===== src/rtl/dbus_arbiter.sv =====
// Data-bus arbiter: shares one dbus port between the page-table walker (PTW)
// and the memory stage (MEM). PTW has priority; a starvation counter bounds MEM's wait.

package dbus_pkg;

    typedef enum logic [2:0] {
        MSIZE1 = 3'd0,
        MSIZE2 = 3'd1,
        MSIZE4 = 3'd2,
        MSIZE8 = 3'd3
    } msize_t;

    typedef struct packed {
        logic        valid;
        logic [63:0] addr;
        msize_t      size;
        logic [7:0]  strobe;
        logic [63:0] data;
    } dbus_req_t;

    typedef struct packed {
        logic        addr_ok;
        logic        data_ok;
        logic [63:0] data;
    } dbus_resp_t;

endpackage

module dbus_arbiter
    import dbus_pkg::*;
#(
    parameter int STARVE_LIMIT = 4,
    parameter int CNT_W        = 3
) (
    input  logic       clk,
    input  logic       reset,
    input  dbus_req_t  ptw_req,
    output dbus_resp_t ptw_resp,
    input  dbus_req_t  mem_req,
    output dbus_resp_t mem_resp,
    output dbus_req_t  dreq,
    input  dbus_resp_t dresp,
    output logic       busy,
    output logic       owner
);

    typedef enum logic [1:0] {
        IDLE      = 2'd0,
        GRANT_PTW = 2'd1,
        GRANT_MEM = 2'd2
    } state_t;

    state_t          state;
    state_t          next_state;
    dbus_req_t       req_q;
    logic [CNT_W-1:0] starve_cnt;

    logic starve_hit;
    logic pick_mem;
    logic pick_ptw;

    // MEM wins only when PTW is quiet or MEM has waited out STARVE_LIMIT PTW grants.
    assign starve_hit = (starve_cnt == CNT_W'(STARVE_LIMIT));
    assign pick_mem   = mem_req.valid && (!ptw_req.valid || starve_hit);
    assign pick_ptw   = !pick_mem && ptw_req.valid;

    always_ff @(posedge clk) begin
        if (reset) begin
            state <= IDLE;
        end else begin
            state <= next_state;
        end
    end

    always_comb begin
        next_state = state;
        case (state)
            IDLE: begin
                if (pick_mem) begin
                    next_state = GRANT_MEM;
                end else if (pick_ptw) begin
                    next_state = GRANT_PTW;
                end
            end
            GRANT_PTW,
            GRANT_MEM: begin
                if (dresp.data_ok) begin
                    next_state = IDLE;
                end
            end
            default: next_state = IDLE;
        endcase
    end

    // The request is captured only at grant time so later requester edits cannot disturb the bus.
    always_ff @(posedge clk) begin
        if (reset) begin
            req_q <= '0;
        end else if (state == IDLE) begin
            if (pick_mem) begin
                req_q <= mem_req;
            end else if (pick_ptw) begin
                req_q <= ptw_req;
            end
        end
    end

    always_ff @(posedge clk) begin
        if (reset) begin
            starve_cnt <= '0;
        end else if (state == IDLE) begin
            if (pick_mem) begin
                starve_cnt <= '0;
            end else if (pick_ptw && mem_req.valid && !starve_hit) begin
                starve_cnt <= starve_cnt + 1'b1;
            end
        end
    end

    always_comb begin
        dreq       = req_q;
        dreq.valid = (state != IDLE);
        busy       = (state != IDLE);
        owner      = (state == GRANT_MEM);
        ptw_resp   = '0;
        mem_resp   = '0;
        case (state)
            GRANT_PTW: ptw_resp = dresp;
            GRANT_MEM: mem_resp = dresp;
            default: begin
                ptw_resp = '0;
                mem_resp = '0;
            end
        endcase
    end

endmodule


===== config.mk =====
export PLATFORM = sky130hd
export DESIGN_NAME = dbus_arbiter
export DESIGN_NICKNAME = d
export VERILOG_FILES = /design/src/rtl/dbus_arbiter.sv
export SDC_FILE = /design/constraint.sdc
export NUM_CORES = 1
export LEC_CHECK = 0
export CAP_MARGIN = 30
export CORE_AREA = 2 2 240 242
export CTS_CLUSTER_DIAMETER = 60
export DETAILED_ROUTE_END_ITERATION = 12
export DIE_AREA = 0 0 242 244
export HOLD_SLACK_MARGIN = 0.05
export SETUP_SLACK_MARGIN = 0.4
export SLEW_MARGIN = 20
export SYNTH_ARGS = -nofsm -noshare
export SYNTH_HDL_FRONTEND = slang
export SYNTH_SLANG_ARGS = --single-unit

===== constraint.sdc =====
create_clock -name clk -period 2.6 [get_ports clk]
set_input_delay 0.52 -clock clk [delete_from_list [all_inputs] [get_ports clk]]
set_output_delay 0.52 -clock clk [all_outputs]
set_load 0.005 [all_outputs]

==> results of run 1 <==
flip-flops by register name, indices dropped and copies added (netlist names):
register	cells
dreq	139
state	2
starve_cnt	3
synth_stat cells:
cell | n | area share (%)
dfxtp_1 | 144 | 38
o211ai_1 | 1 | 0.099
nand2b_1 | 1 | 0.082
nor2b_1 | 1 | 0.082
o21ai_1 | 1 | 0.066
a21bo_2 | 1 | 0.13
nor2_1 | 139 | 6.9
buf_1 | 3 | 0.15
inv_1 | 5 | 0.25
buf_2 | 38 | 2.5
a21boi_2 | 1 | 0.15
clkbuf_1 | 81 | 4.0
nand2_1 | 4 | 0.20
inv_2 | 1 | 0.049
nand4_1 | 2 | 0.16
o21ai_0 | 142 | 9.4
and2_1 | 132 | 11
ha_1 | 5 | 0.82
nor3b_1 | 2 | 0.20
o21a_1 | 1 | 0.099
or3_1 | 2 | 0.16
buf_4 | 2 | 0.20
a31oi_1 | 139 | 11
a21oi_1 | 5 | 0.33
a211oi_1 | 139 | 14
through the flow:
step	setup WS, ns	util, %	hold WS, ns
4_1_cts	0.0524	28.1	0.480
2_1_floorplan	0.909	-	0.449
5_1_grt	0.0499	28.8	0.507
3_3_place_gp	0.143	26.3	0.460
6_report	0.121	28.8	0.485
3_5_place_dp	0.149	26.3	0.470
what timing repair did:
action	4_1_cts	5_1_grt
resized for setup	416	190
endpoints found under the setup margin	134	129
pin swaps	22	3
setup buffers	19	12
hold buffers	0	0
gates cloned	10	3
kinds of logic (layout without fill, tap and decap cells):
logic type / after synthesis / after routing / share of synthesized area, %
simple gates: 283 / 283 / 18.6
compound gates: 430 / 430 / 35.4
flops: 144 / 144 / 38.0
buf+inv: 130 / 738 / 7.15
fa+ha+maj: 5 / 5 / 0.824
final cells by class:
type                    count  area [sq um]
clock buffers              20           467
clock inverters            12           124
fillers                  5965         40000
inverters                   6          30.0
multi-input cells         718          4430
flip-flops and latches    144          2890
well taps                 756           946
repair buffers            700          7300
routing by layer:
| metal | track usage, % | share of wire [%] | vias up |
|---|---|---|---|
| met5 | 0 | 0.039 | - |
| met3 | 4.08 | 7.5 | 72 |
| li1 | - | - | 4814 |
| met1 | 19.6 | 44 | 5005 |
| met2 | 22.3 | 46 | 436 |
| met4 | 5.77 | 2.5 | 4 |
path summary, 6_finish.rpt:
path | from | to | slack, ns
max | state[1]$_SDFFE_PP0P_ | ptw_resp[60] | 0.12
min | starve_cnt[1]$_SDFFE_PP0P_ | starve_cnt[1]$_SDFFE_PP0P_ | 0.49
max reg2reg | starve_cnt[0]$_SDFFE_PP0P_ | dreq[64]$_SDFFE_PP0P_ | 0.71
min reg2reg | starve_cnt[1]$_SDFFE_PP0P_ | starve_cnt[1]$_SDFFE_PP0P_ | 0.49
where the power goes:
group	switching (mW)	internal [mW]
registers	0.169	2.50
clock network	1.11	1.41
logic	1.37	1.84
worst max-delay path, delay by kind of cell (launching register included):
| kind | cells | cell delay, ns |
|---|---|---|
| DFF | 1 | 0.35 |
| buffers and inverters | 3 | 0.75 |
| and+or+nand+nor | 1 | 0.18 |
| adders and majority gates | 1 | 0.19 |
==> summary.md, run 1 <==
| Metric | Value |
|---|---|
| Status | completed |
| Initial antenna violation count | 3 |
| Slowest-stage cell, CP | clkdlybuf4s50_1 |
| Max Clk Rate | 403 MHz |
| Total of max-cap violations | 0 |
| Slew @ Worst Pin | 0.671 ns |
| Synthesis Warnings | 0 |
| Vias/cell | 4.38 |
| #FFs+latches synth | 144 |
| Final Cycle Share | 95.3% |
| Final setup vio count | 0 |
| Hold path depth | 2 |
| # diodes | 0 |
| Slew HR | 55.3% |
| Most frequent cells in the layout | 500 x clkdlybuf4s50_1, 142 x o21ai_0, 142 x dfxtp_1 |
| # DRC | 0 |
| TritonCTS Buffers | 17 |
| Total die area | 0.0590 sq mm |
| Final wirelength | 46.3 mm |
| Slew Limit Fails | 0 |
| Pleak | 6.24 nW |
| Placed insts | 2280 |
| Setup crit start kind | register |
| Starting DRT DRC Count | 630 |
| Pwr Total | 8.41 mW |
| Ports | 622 |
| Drt pass-1 iters | 5 |
| Slowest stage delay, CP | 0.53 ns |
| Pwr Density | 520 mW/mm^2 |
| Worst skew pair latency | 0.47 ns |
| Cell row count | 87 |
| Die Ht | 244 um |
| Synth cell types | 25 |
| Antenna Nets Post-Route | 0 |
| Vias post-DR | 10300 |
| GPL Wtd Cong | 0.943 |
| Vias in the first global route | 9818 |
| DP HPWL | 32.7 mm |
| Clock buffer depth | 2 |
| GRT Total Usage | 14.7% |
| Initial core utilization | 13.5% |
| Mapped cell area | 0.00759 sq mm |
| Critical Path RT | 2.08 ns |
| Avg Inst Size Synth | 7.65 sq um |
| Mapped Nets | 1345 |
| Hold Crit Class | reg2reg |
| Setup_tns | 0 ns |
| RSZ-0062 raised after global routing | true |
| Seq/Total Area, Yosys | 38.0% |
| CP arrival | 1.96 ns |
| Max IR drop VDD | 505 uV |
| Clk slew on worst S/H paths | 0.07 ns |
| Clock Skew | 0.0143 ns |
| Fin area | 0.0162 sq mm |
| Largest net degree at the start of global routing | 87 |
| Tmin final | 2.48 ns |
| Worst-path maximum fanout | 17 |
| Remaining Overflow, GRT | 0 |
| Area of the core | 0.0562 sq mm |
| H-Tree Depth | 4 |
| First-pass GRT wire length | 65.5 mm |
| WL per Instance | 19.6 um |
| Die Width | 242 um |
| Worst-path cell chain | inv_4 -> ha_4 -> buf_12 -> and2_4 -> clkdlybuf4s50_1 |
| Post-Syn Instances | 992 |
| Register-to-Register Path Depth | 7 |
| Dpl cell area | 0.0148 sq mm |
| Area grow syn2layout | 113% |
| IO buf count | 621 |
| Clk sink count | 144 |
| Most common cell after layout, fill and taps aside | clkdlybuf4s50_1 |
| Final hold vios | 0 |
| Non-filler cells in the finished layout | 2356 |
| Root Buffer Master | clkbuf_16 |
| Total Nets Final | 1940 |
| Critical path type | reg2out |
| Crit path capture type | primary output |
| Share of layout cells above drive strength 1 | 19.8% |
| CTS tree | done |
(Power assumes the default switching activity.)
==> inputs of run 2 (changes only) <==
--- a/config.mk
+++ b/config.mk
@@ -6,10 +6,10 @@
 export NUM_CORES = 1
 export LEC_CHECK = 0
 export CAP_MARGIN = 30
-export CORE_AREA = 2 2 240 242
+export CORE_AREA = 5 5 236 238
 export CTS_CLUSTER_DIAMETER = 60
 export DETAILED_ROUTE_END_ITERATION = 12
-export DIE_AREA = 0 0 242 244
+export DIE_AREA = 0 0 241 243
 export HOLD_SLACK_MARGIN = 0.05
 export SETUP_SLACK_MARGIN = 0.4
 export SLEW_MARGIN = 20
==> run 2 against run 1 <==
  * Register-to-register slack hardly changed
  * Non-clock buffer count increased by 16
  * Flip-flop and latch count did not move
  * Maximum frequency rose by 3.6%
  * Critical path type unchanged
  * Setup slack improved by 0.087 ns
  * Clock skew is essentially flat
  * Clock power grew 8.7%
  * First-iteration DRC count down 13%
  * Core utilization is 2.7 points higher
  * Sequential power about the same
==> summary.md, run 2 (synthesis gave the netlist of run 1 again) <==
| Metric | Value |
|---|---|
| # DRC | 0 |
| Pre-CTS setup slack | 0.156 ns |
| Pleak | 6.42 nW |
| Critical path type | reg2out |
| Antenna Nets Post-Route | 0 |
| Clk slew on worst S/H paths | 0.07 ns |
| Crit path capture type | primary output |
| Clk pwr share | 31.0% |
| Final setup vio count | 0 |
| Tmin final | 2.39 ns |
| CP arrival | 1.87 ns |
| Total die area | 0.0586 sq mm |
| Worst-path maximum fanout | 6 |
| Slowest-stage cell, CP | dfxtp_2 |
| Critical Path RT | 2.08 ns |
| Final wirelength | 48.8 mm |
| Fin worst setup slack | 0.209 ns |
| Clk sink count | 144 |
| Status | completed |
| Final Util | 31.5% |
| First-pass GRT wire length | 69.4 mm |
| Most common cell after layout, fill and taps aside | clkdlybuf4s50_1 |
| Final hold slack | 0.414 ns |
| Largest net degree at the start of global routing | 66 |
| Switch share | 30.2% |
| Final Cycle Share | 92.0% |
| Pwr Density | 525 mW/mm^2 |
| Slew @ Worst Pin | 0.610 ns |
| Crit-path most repeated cell | buf_12 |
| Hold Crit Class | in2reg |
| Setup crit start kind | register |
| Sw power | 2.67 mW |
| Max Clk Rate | 418 MHz |
| Die Ht | 243 um |
| Setup_tns | 0 ns |
| Remaining Overflow, GRT | 0 |
| Clock buffer depth | 2 |
| Vias/cell | 4.47 |
| Max IR drop VDD | 492 uV |
| Root Buffer Master | clkbuf_16 |
| Vias in the first global route | 10300 |
| Pint | 6.17 mW |
| Area grow syn2layout | 122% |
| Starting DRT DRC Count | 547 |
| CTS tree | done |
| Register-to-Register Path Depth | 7 |
| Initial core utilization | 14.2% |
| GPL Wtd Cong | 0.908 |
| Final hold vios | 0 |
| Largest register FFs | 139 |
| Slew Limit Fails | 0 |
| Most frequent cells in the layout | 486 x clkdlybuf4s50_1, 142 x o21ai_0, 142 x dfxtp_1 |
| RSZ-0062 raised after global routing | true |
| WL per Instance | 21.1 um |
| Area of the core | 0.0534 sq mm |
| TritonCTS Buffers | 17 |
| DP HPWL | 34.5 mm |
| Cell row count | 85 |
| GRT Total Usage | 15.6% |
| Share of layout cells above drive strength 1 | 24.7% |
| Sequential power share | 30.2% |
| H-Tree Depth | 4 |
| Initial antenna violation count | 4 |
| Slowest stage delay, CP | 0.37 ns |
| Ports | 622 |
| Worst skew pair latency | 0.47 ns |
| Fin area | 0.0168 sq mm |
| IO buf count | 621 |
| Clock Skew | 0.0139 ns |
| Drt pass-1 iters | 5 |
| Total of max-cap violations | 0 |
| Total Nets Final | 1956 |
| Vias post-DR | 10400 |
| Logic pwr share | 38.8% |
| Fillers | 5572 |
| Slew HR | 59.3% |
| Hold_buf cts | 0 |
| Worst-path cell chain | inv_2 -> ha_4 -> buf_12 -> buf_12 -> buf_12 -> buf_6 -> and2_4 -> buf_6 |
| Dpl cell area | 0.0148 sq mm |
| Die Width | 241 um |
| Hold path depth | 3 |
run 2: changes by cell type in the layout (fill, tap and decap cells not counted), sizes merged, moves of 3 or more:
cell | previous run | this run
clkbuf | 37 | 24
bufinv | 1 | 4
dlymetal6s2s | 8 | 0
inv | 11 | 8
diode | 0 | 3
clkdlybuf4s50 | 500 | 486
buf | 175 | 226
run 2: through the flow:
stage	std cells	power, mW
after floorplan	992	3.76
after global placement	2229	5.64
after detailed placement	2229	5.67
after CTS	2306	8.82
after global routing	2315	9.29
final	2315	8.84
run 2: worst paths after layout:
| kind | start | to | slack (ns) |
|---|---|---|---|
| max reg2reg | starve_cnt[0]$_SDFFE_PP0P_ | dreq[56]$_SDFFE_PP0P_ | 0.71 |
| min reg2reg | starve_cnt[1]$_SDFFE_PP0P_ | starve_cnt[1]$_SDFFE_PP0P_ | 0.48 |
| max | state[1]$_SDFFE_PP0P_ | ptw_resp[9] | 0.21 |
| min | mem_req[139] | state[1]$_SDFFE_PP0P_ | 0.41 |
run 2: what timing repair did:
action / CTS / global route
endpoints found under the hold margin: 0 / 0
gates resized for setup: 673 / 157
buffers inserted: 33 / 5
setup endpoints to repair: 135 / 132
pin swaps: 12 / 23
gates cloned: 12 / 1
run 2: critical path, delay by kind of cell, from the launching register on:
kind | cells | cell delay (ns)
AND/OR/NAND/NOR | 1 | 0.16
buffers and inverters | 6 | 0.69
adder cells (fa/ha/maj) | 1 | 0.18
flip-flops | 1 | 0.37
run 2: cell type report:
class | count | area [sq um] | share of cell area (%)
diodes | 3 | 7.51 | 0.0446
inverters | 6 | 25.0 | 0.149
clock inverters | 11 | 179 | 1.06
flip-flops and latches | 144 | 2890 | 17.1
well taps | 696 | 871 | 5.17
clock buffers | 21 | 460 | 2.73
repair buffers | 716 | 7870 | 46.7
multi-input cells | 718 | 4550 | 27.0
run 2: power by group through the flow:
stage	Clock [mW]	Sequential, mW	Combinational (mW)
floorplan	0	2.72	1.04
global placement	0	2.70	2.93
detailed placement	0	2.72	2.95
CTS	2.86	2.67	3.30
global route	2.91	2.70	3.68
finish	2.74	2.67	3.44
run 2: routing by layer:
metal	GRT usage (%)	up-vias	part of all wire [%]
met2	23.7	456	46
li1	-	4836	-
met4	5.92	2	2.5
met1	20.9	4999	44
met5	0	-	0.027
met3	4.43	61	7.7
==> inputs of run 3 (changes only) <==
==> constraint.sdc (replaced) <==
create_clock -name clk -period 2.3 [get_ports clk]
set_input_delay 0.46 -clock clk [delete_from_list [all_inputs] [get_ports clk]]
set_output_delay 0.46 -clock clk [all_outputs]
set_load 0.005 [all_outputs]
==> run 3 against run 2 <==
  * Hold slack gained 0.034 ns
  * Highest routed layer unchanged
  * Critical endpoint is now mem_resp[58]
  * Clock power grew 6%
  * Largest power group unchanged
  * Flip-flop and latch count is the same
==> summary.md, run 3 (synthesis gave the netlist of run 1 again) <==
| Metric | Value |
|---|---|
| Cell depth of the worst setup path | 7 |
| Max IR drop VDD | 551 uV |
| Final Util | 31.4% |
| Pwr Density | 581 mW/mm^2 |
| Starting DRT DRC Count | 486 |
| Initial core utilization | 14.2% |
| Antenna Nets Post-Route | 0 |
| Slowest stage delay, CP | 0.33 ns |
| Crit path launch | state[0]$_SDFFE_PP0P_ |
| Die Ht | 243 um |
| Cell row count | 85 |
| Vias/cell | 4.45 |
| Placed insts | 2241 |
| Reg area | 0.00289 sq mm |
| Vias in the first global route | 10200 |
| Initial antenna violation count | 4 |
| Setup crit start kind | register |
| Largest net degree at the start of global routing | 59 |
| Worst path buffer plus inverter count | 5 |
| Max Clk Rate | 447 MHz |
| Vias post-DR | 10300 |
| Fin worst setup slack | 0.0622 ns |
| Slew @ Worst Pin | 0.465 ns |
| Ports | 622 |
| Clk slew on worst S/H paths | 0.06 ns |
| Clock Skew | 0.0117 ns |
| Tmin final | 2.24 ns |
| Crit path capture type | primary output |
| Share of layout cells above drive strength 1 | 23.6% |
| Remaining Overflow, GRT | 0 |
| Critical path type | reg2out |
| Total die area | 0.0586 sq mm |
| CP arrival | 1.78 ns |
| H-Tree Depth | 4 |
| Area of the core | 0.0534 sq mm |
| Slew HR | 69.0% |
| WL per Instance | 21.2 um |
| Worst-path cell chain | inv_2 -> ha_4 -> buf_12 -> buf_16 -> buf_12 -> and2_4 -> buf_6 |
| RSZ-0062 raised after global routing | true |
| Fin area | 0.0168 sq mm |
| Pleak | 6.48 nW |
| Total Nets Final | 1959 |
| Final setup vio count | 0 |
| Dpl cell area | 0.0149 sq mm |
| Largest register FFs | 139 |
| Final Cycle Share | 97.3% |
| Most common cell after layout, fill and taps aside | clkdlybuf4s50_1 |
| Pre-CTS setup slack | -0.0127 ns |
| GRT Total Usage | 15.4% |
| Clk sink count | 144 |
| Pwr Total | 9.74 mW |
| Non-filler cells in the finished layout | 2318 |
| Hold_buf cts | 0 |
| Hold Crit Start | mem_req[139] |
| Drt pass-1 iters | 5 |
| Worst skew pair latency | 0.47 ns |
| CP endpoint | mem_resp[58] |
| Total of max-cap violations | 0 |
| Setup_tns | 0 ns |
| Clock buffer depth | 2 |
| Area grow syn2layout | 121% |
| Die Width | 241 um |
| DP HPWL | 34.8 mm |
| Reg2reg setup slack | 0.47 ns |
| First-pass GRT wire length | 68.5 mm |
| Status | completed |
| Worst-path maximum fanout | 7 |
| Multi-input gate area | 0.00452 sq mm |
| # DRC | 0 |
| Reg2reg end | dreq[101]$_SDFFE_PP0P_ |
| Final hold vios | 0 |
| CTS tree | done |
| Most frequent cells in the layout | 475 x clkdlybuf4s50_1, 142 x o21ai_0, 141 x dfxtp_1 |
| Final wirelength | 49.0 mm |
| Hold Crit Class | in2reg |
| Slowest-stage cell, CP | dfxtp_2 |
| Critical Path RT | 1.84 ns |
| Top Family by Delay on Critical Path | buffers and inverters |
| Reg-to-reg startpoint | starve_cnt[0]$_SDFFE_PP0P_ |
| Final hold slack | 0.448 ns |
| Slew Limit Fails | 0 |
| Root Buffer Master | clkbuf_16 |
| TritonCTS Buffers | 17 |
| Register-to-Register Path Depth | 7 |
| Crit-path most repeated cell | buf_12 |
| GPL Wtd Cong | 0.988 |
| IO buf count | 621 |
| Fillers | 5540 |
-- run 3: changes by cell type in the layout (fill, tap and decap cells not counted), sizes merged, moves of 3 or more --
cell	before	now
clkdlybuf4s50	486	475
clkdlybuf4s15	1	9
buf	226	219
dlygate4sd2	0	6
dlymetal6s2s	0	5
inv	8	11
-- run 3: worst min-delay path by stage --
stage                                             to  slack [ns]  cells past startpoint
after floorplan           starve_cnt[1]$_SDFFE_PP0P_        0.45                      2
after global placement    starve_cnt[1]$_SDFFE_PP0P_        0.46                      2
after detailed placement  starve_cnt[1]$_SDFFE_PP0P_        0.47                      2
after CTS                      state[1]$_SDFFE_PP0P_        0.41                      3
after global routing           state[1]$_SDFFE_PP0P_        0.44                      3
final                          state[1]$_SDFFE_PP0P_        0.45                      3
-- run 3: metal layers --
metal	GRT usage [%]	vias to the layer above	routed length, um
met2	24.4	446	23400
li1	-	4847	-
met3	5.60	54	4240
met1	19.5	4965	20400
met5	0	-	33
met4	4.93	4	972
-- run 3: final cells by class --
cell class	count	share of cell area, %
Antenna cell	3	0.0448
Clock buffer	19	2.70
Clock inverter	13	0.904
Inverter	6	0.164
Multi-Input combinational cell	718	26.9
Sequential cell	144	17.2
Tap cell	696	5.20
Timing Repair Buffer	719	46.8
-- run 3: timing repair --
item,4_1_cts,5_1_grt
gates cloned,13,3
pin swaps,25,23
setup endpoints to repair,142,193
buffers inserted,20,6
resized for setup,652,132
-- run 3: power breakdown --
group | internal, mW | leakage [nW] | switching [mW]
registers | 2.83 | 1.20 | 0.189
logic | 2.21 | 4.99 | 1.60
clock network | 1.67 | 0.295 | 1.24
total | 6.71 | 6.48 | 3.03
-- run 3: worst register-to-register path: cells and delay by family, from the launching register on --
kind,cells,cell delay [ns]
adder cells (fa/ha/maj),1,0.22
flip-flops,1,0.33
AO/OA/AOI/OAI,3,0.60
buffers and inverters,3,0.56
